## src/rtl/uart_pkg.sv

```systemverilog
// Shared UART definitions.
// Holds the default data width, the RX FIFO depth, and the status register
// bit positions that the APB register block uses to expose FIFO state.
package uart_pkg;

  localparam int UART_DBIT         = 8;
  localparam int UART_RXFIFO_DEPTH = 16;

  // Status register bit positions
  localparam int STAT_RXNE   = 0;  // RX FIFO not empty
  localparam int STAT_RXFULL = 1;  // RX FIFO full
  localparam int STAT_OVR    = 2;  // sticky RX overrun

endpackage

```

## src/rtl/uart_fifo_mem.sv

```systemverilog
// DEPTH x DBIT register array for the UART FIFOs.
// The write port is synchronous. The read port is asynchronous, so the
// entry at raddr is visible in the same cycle (first-word fall-through).
// There is no reset because the contents are only meaningful under the
// owner's pointers.
// Ports:
//   clk   - clock
//   we    - write enable
//   waddr - write address
//   wdata - write data
//   raddr - read address
//   rdata - read data (combinational from raddr)
module uart_fifo_mem #(
  parameter  int DEPTH = 16,
  parameter  int DBIT  = 8,
  localparam int AW    = $clog2(DEPTH)
) (
  input  logic            clk,
  input  logic            we,
  input  logic [AW-1:0]   waddr,
  input  logic [DBIT-1:0] wdata,
  input  logic [AW-1:0]   raddr,
  output logic [DBIT-1:0] rdata
);

  logic [DBIT-1:0] mem [DEPTH];

  always_ff @(posedge clk) begin
    if (we) mem[waddr] <= wdata;
  end

  assign rdata = mem[raddr];

endmodule

```

## src/rtl/uart_rx_fifo.sv

```systemverilog
// UART receive byte buffer: a first-word-fall-through FIFO.
// It captures each byte that the receiver strobes in with i_rx_done_tick.
// The register block drains it with i_pop.
// Ports:
//   clk, rst       - clock; synchronous active-high reset
//   i_rx_done_tick - byte valid on i_rx_data this cycle
//   i_rx_data      - received byte
//   i_pop          - drop the head entry (ignored when empty)
//   i_flush        - empty the FIFO; beats push/pop in the same cycle
//   i_ovr_clr      - clear the sticky overrun flag
//   i_thresh       - occupancy interrupt threshold; 0 disables it
//   o_rd_data      - head entry, meaningful only when !o_empty
//   o_empty/o_full - occupancy flags
//   o_count        - occupancy, 0..DEPTH
//   o_overrun      - sticky flag: a byte was dropped on a full FIFO
//   o_irq_thresh   - level interrupt: count >= i_thresh (i_thresh != 0)
//   o_irq_ovr      - one-cycle pulse when o_overrun rises
module uart_rx_fifo
  import uart_pkg::*;
#(
  parameter  int DEPTH = UART_RXFIFO_DEPTH,
  parameter  int DBIT  = UART_DBIT,
  localparam int AW    = $clog2(DEPTH)
) (
  input  logic            clk,
  input  logic            rst,
  input  logic            i_rx_done_tick,
  input  logic [DBIT-1:0] i_rx_data,
  input  logic            i_pop,
  input  logic            i_flush,
  input  logic            i_ovr_clr,
  input  logic [AW:0]     i_thresh,
  output logic [DBIT-1:0] o_rd_data,
  output logic            o_empty,
  output logic            o_full,
  output logic [AW:0]     o_count,
  output logic            o_overrun,
  output logic            o_irq_thresh,
  output logic            o_irq_ovr
);

  localparam logic [AW:0] FULL_CNT = (AW+1)'(DEPTH);

  logic [AW-1:0] wr_ptr, rd_ptr;
  logic [AW:0]   count;
  logic          overrun, irq_ovr;
  logic          empty, full, pop_ok, push_ok, drop;

  assign empty = (count == '0);
  assign full  = (count == FULL_CNT);

  // A pop frees a slot in the same cycle, so a full FIFO still accepts a push
  // when it is popped. The flush discards the push, so the push is gated here
  // and the memory never sees it.
  assign pop_ok  = i_pop & ~empty;
  assign push_ok = i_rx_done_tick & (~full | pop_ok) & ~i_flush;
  // A byte flushed away is not an overrun. Only a real lack of space counts.
  assign drop    = i_rx_done_tick & full & ~pop_ok & ~i_flush;

  uart_fifo_mem #(.DEPTH(DEPTH), .DBIT(DBIT)) u_mem (
    .clk   (clk),
    .we    (push_ok),
    .waddr (wr_ptr),
    .wdata (i_rx_data),
    .raddr (rd_ptr),
    .rdata (o_rd_data)
  );

  always_ff @(posedge clk) begin
    if (rst) begin
      wr_ptr <= '0;
      rd_ptr <= '0;
      count  <= '0;
    end else if (i_flush) begin
      wr_ptr <= '0;
      rd_ptr <= '0;
      count  <= '0;
    end else begin
      if (push_ok) wr_ptr <= wr_ptr + 1'b1;
      if (pop_ok)  rd_ptr <= rd_ptr + 1'b1;
      case ({push_ok, pop_ok})
        2'b10:   count <= count + 1'b1;
        2'b01:   count <= count - 1'b1;
        default: count <= count;
      endcase
    end
  end

  // If a drop and a clear happen in the same cycle, the set wins. The pulse
  // fires only on a 0->1 edge of the flag, so a repeat drop stays silent.
  always_ff @(posedge clk) begin
    if (rst) begin
      overrun <= 1'b0;
      irq_ovr <= 1'b0;
    end else begin
      overrun <= drop | (overrun & ~i_ovr_clr);
      irq_ovr <= drop & ~overrun;
    end
  end

  assign o_empty      = empty;
  assign o_full       = full;
  assign o_count      = count;
  assign o_overrun    = overrun;
  assign o_irq_ovr    = irq_ovr;
  assign o_irq_thresh = (i_thresh != '0) && (count >= i_thresh);

endmodule

```

## config.mk

```make
export PLATFORM = sky130hd
export DESIGN_NAME = uart_rx_fifo
export DESIGN_NICKNAME = d
export VERILOG_FILES = /design/src/rtl/uart_pkg.sv /design/src/rtl/uart_fifo_mem.sv /design/src/rtl/uart_rx_fifo.sv
export SDC_FILE = /design/constraint.sdc
export NUM_CORES = 1
export LEC_CHECK = 0
export CORE_ASPECT_RATIO = 1.1
export CORE_MARGIN = 2
export CORE_UTILIZATION = 55
export CTS_CLUSTER_SIZE = 28
export DETAILED_ROUTE_END_ITERATION = 12
export GPL_ROUTABILITY_DRIVEN = 0
export MAX_ROUTING_LAYER = met4
export PLACE_DENSITY = 0.75
export SLEW_MARGIN = 20
export SYNTH_ARGS = -nofsm -noshare
export SYNTH_HDL_FRONTEND = slang
export SYNTH_SLANG_ARGS = --single-unit
```

## constraint.sdc

```tcl
create_clock -name clk -period 5.9 [get_ports clk]
set_clock_uncertainty 0.15 [all_clocks]
set_input_delay 1.18 -clock clk [delete_from_list [all_inputs] [get_ports clk]]
set_output_delay 1.18 -clock clk [all_outputs]
set_load 0.005 [all_outputs]
```

==> flow_results.org <==
** Clock network
- Buffers added to address setup during post-CTS repair amount to 0.
- Clock tree from TritonCTS :: built
- The tree is rooted in a clkbuf_16.
- Clk slew on worst S/H paths :: 60 ps
- H-tree lvl count :: 4
- The longest clock path from root to sink contains 2 buffers.
- Total clock sinks :: 147
- For the worst-skew pair, the clock arrives at the later sink with an insertion delay of 410 ps.
- Total of hold buffers inserted after clock tree synthesis :: 0
- Number of CTS-inserted buffers :: 17
- Post-CTS Resized :: 0

** Synthesis
- In this run the cell area of the synthesized design comes to 6080 sq um.
- Main combinational cell family by area after synthesis :: multiplexers
- Simple-gate area share of the yosys netlist :: 5.06%
- Number of enable-type register cells in the synthesized netlist :: between 100 and 150
- Summed over its instances, the top area cell type makes up a little over three fifths of the synthesized netlist area.
- Sequential cell area fraction in the yosys report :: 69.5%
- The number of nets in the synthesized netlist is 356.
- In the synthesized netlist, the number of instances is 323.
- By area the synthesized netlist is led by edfxtp_1 (63%), mux4_1 (12%), dfxtp_1 (6.3%), mux4_2 (4.4%), ha_1 (2.9%).
- The Yosys step of the flow raised 0 warnings.
- Of the post-synthesis cell area, the part taken by muxes is between 10% and 20%.
- Number of storage elements in the synthesis netlist :: around 150
- Summing the areas of all compound-gate instances in the mapped netlist gives a little under 2% of the synthesized area.
- For this run, the leading register cell type out of synthesis is edfxtp_1.
- The average instance in the mapped netlist occupies 18.8 sq um.
- Share of synthesized flip-flops with an asynchronous set or reset :: 0%
- Of the total synthesized cell area, the portion taken by full adders, half adders and majority gates is 2.88%.
- Summed over all instances, the cell type with the most area after synthesis is edfxtp_1.
- Count of distinct cell types in the synthesized netlist :: 37
- Most common cell in the netlist :: edfxtp_1
- Xor/xnor share of the synthesized area :: 1.44%
- Commonest cells in the netlist :: edfxtp_1 (128), nor2_1 (29), mux4_1 (28)

** Final layout
- From synthesis to final layout, the design area changed by 18.3%.
- # nets final :: approximately 400
- Final std cell area, no fill :: 7200 sq um
- 0 antenna diodes ended up in the layout.
- Layout cell share with drive strength beyond 1 :: 13.8%
- Post-layout utilization of the core :: 66.3%

** Floorplanning
- The floorplan step set the die width to 104 microns.
- For this configuration, the core starts out at a cell density of 56.0%.
- The die covers between 10000 and 15000 sq um.
- The initialized floorplan defines 40 standard-cell rows.
- Measured along the y axis, the die boundary spans 114 microns.
- Number of top-level pins :: 37
- Core region area :: 10900 sq um

** Global routing
- Overall routing resource usage :: 21.9%
- Initial antenna violation count :: 0
- Summed over all layers, the global routing overflow is 0.
- Pin count of the biggest net entering global routing :: 33
- The first global-routing pass estimated about 18000 microns of wire.
- The number of global-route vias before repair is 3198.

** Setup path
- Traced cell by cell, the critical path runs through mux4_1 > mux4_2 > clkdlybuf4s50_1.
- The worst setup path is captured at an output pin.
- Along the worst path, the maximum fanout reaches 32.
- Slowest library cell on the worst path :: dfxtp_2
- Biggest cell delay along the critical path :: 990 ps
- Buf/Inv on CP :: 1
- Data required time at the worst endpoint :: approximately 4600 ps
- Data arrival time at the worst-slack endpoint :: 3120 ps
- In this design, the largest share of critical-path delay is due to multiplexers.
- Startpoint class of the critical path :: flip-flop
- The critical path is of the flip-flop to output pin type.
- The worst register-to-register path has a setup slack of 2800 ps.

** Detailed routing
- Once detail routing completed, the nets flagged for antenna violations numbered 0.
- Via-to-Cell Ratio :: 5.96
- The final layout contains routed wiring with a total length of 11700 microns.
- After the first detailed-routing iteration, the DRC count stood at 296.
- Routed wirelength normalized by instance count :: 22.4 microns
- After detailed routing, the number of remaining DRC violations is 0.
- The final route contains 3128 vias.
- Count of TritonRoute iterations in the first routing pass :: 6

** Placed design
- The placed instances occupy a cell area of 6560 sq um.
- Place WS :: 1620 ps
- The HPWL after detailed placement is 7020 microns.
- Count of buffers from port buffering :: 36

** Timing
- Summed over all failing endpoints, the final setup total negative slack is 0 ps.
- Headroom to the max-slew limit came out at ~32%.
- Transition at the pin with the smallest max-transition slack :: 1010 ps
- Setup slack on the critical path of the routed design comes to 1450 ps.
- Endpoints failing hold :: 0
- Counting I/O delays and the setup requirement, the final critical path takes between 4000 and 5000 ps.
- The final critical path takes up 75.4% of the cycle.
- Slew Limit Fails :: 0
- Hold timing on the final database bottoms out at a slack of 320 ps.
- Based on the critical path, the design can be clocked at up to ~220 MHz.
- Setup violations remaining at the end of the flow were counted as 0.
- RSZ-0062 raised after global routing :: false

** Run
- Number of maximum-capacitance constraint violations :: 0

** Pwr
- Lkg Pwr :: 2.43 nW
- Worst VDD drop :: 0.171 mV
- Power density relative to cell area :: 322 nW/um^2

** Outcome
- Outcome :: complete, no violations

** Worst hold path
- In this run the worst hold path is classified as flip-flop to flip-flop.
## cell usage in the layout (no fill, tap or decap), drive strengths merged
cell             n
mux2i            2
or2              1
buf              4
nand2b           7
ha              14
nor2b            1
mux4            40
xnor2            2
o31ai            1
or4              2
and4b            1
clkdlybuf4s50   36
or3              3
a21oi            8
a31oi            2
nand2            9
a21o             1
nor4             2
o21ai            2
nor2            29
a22oi            1
o22ai            2
edfxtp         128
nor4b            1
nand4            2
clkbuf          25
o21a             1
xor2             8
a211o            1
clkinv           2
inv             16
dfxtp           19
nor3             5
## power breakdown
group / leakage (nW) / switching [mW] / internal, mW
registers: 1.31 / 0.00486 / 1.13
clock network: 0.322 / 0.406 / 0.702
logic: 0.796 / 0.0341 / 0.0355
total: 2.43 / 0.445 / 1.87
## logic make-up (layout without fill, tap and decap cells)
family	count (synthesis)	in the layout
flops	147	147
simple gates	63	63
mux	42	42
buf+inv	28	83
compound gates	19	19
fa+ha+maj	14	14
xor+xnor	10	10
## metrics by stage
step,power [mW],cells
2_1_floorplan,1.19,323
4_1_cts,2.33,525
6_report,2.32,525
5_1_grt,2.38,525
3_3_place_gp,1.23,493
3_5_place_dp,1.23,493
## sequential cells by signal, indices dropped and copies added, names as in the netlist, named ones only
signal and count:
o_overrun 1, o_count 5, wr_ptr 4, u_mem.mem 128
rd_ptr 4, o_irq_ovr 1
## final cells by class
class | instances | area (sq um)
clock buffers | 25 | 593
clock inverters | 7 | 45.0
fillers | 742 | 3660
inverters | 11 | 41.3
multi-input cells | 148 | 1720
flip-flops and latches | 147 | 4230
well taps | 147 | 184
repair buffers | 40 | 390
## final timing paths
kind / start / endpoint / cells after the start
setup reg to reg: o_count[1]$_SDFFE_PP0P_ / o_count[4]$_SDFFE_PP0P_ / 10
setup / recovery: flip-flop / o_rd_data[2] / 3
hold / removal: o_overrun$_SDFF_PP0_ / o_irq_ovr$_SDFF_PP0_ / 1
hold reg to reg: o_overrun$_SDFF_PP0_ / o_irq_ovr$_SDFF_PP0_ / 1
## routing by layer
layer | global-route usage, % | vias to the layer above | wire, microns
met2 | 36.9 | 139 | 6150
met4 | 7.21 | 0 | 128
li1 | - | 1395 | -
met5 | - | - | 0
met3 | 6.20 | 11 | 770
met1 | 25.7 | 1583 | 4690
Power figures use the tool's default switching activity.
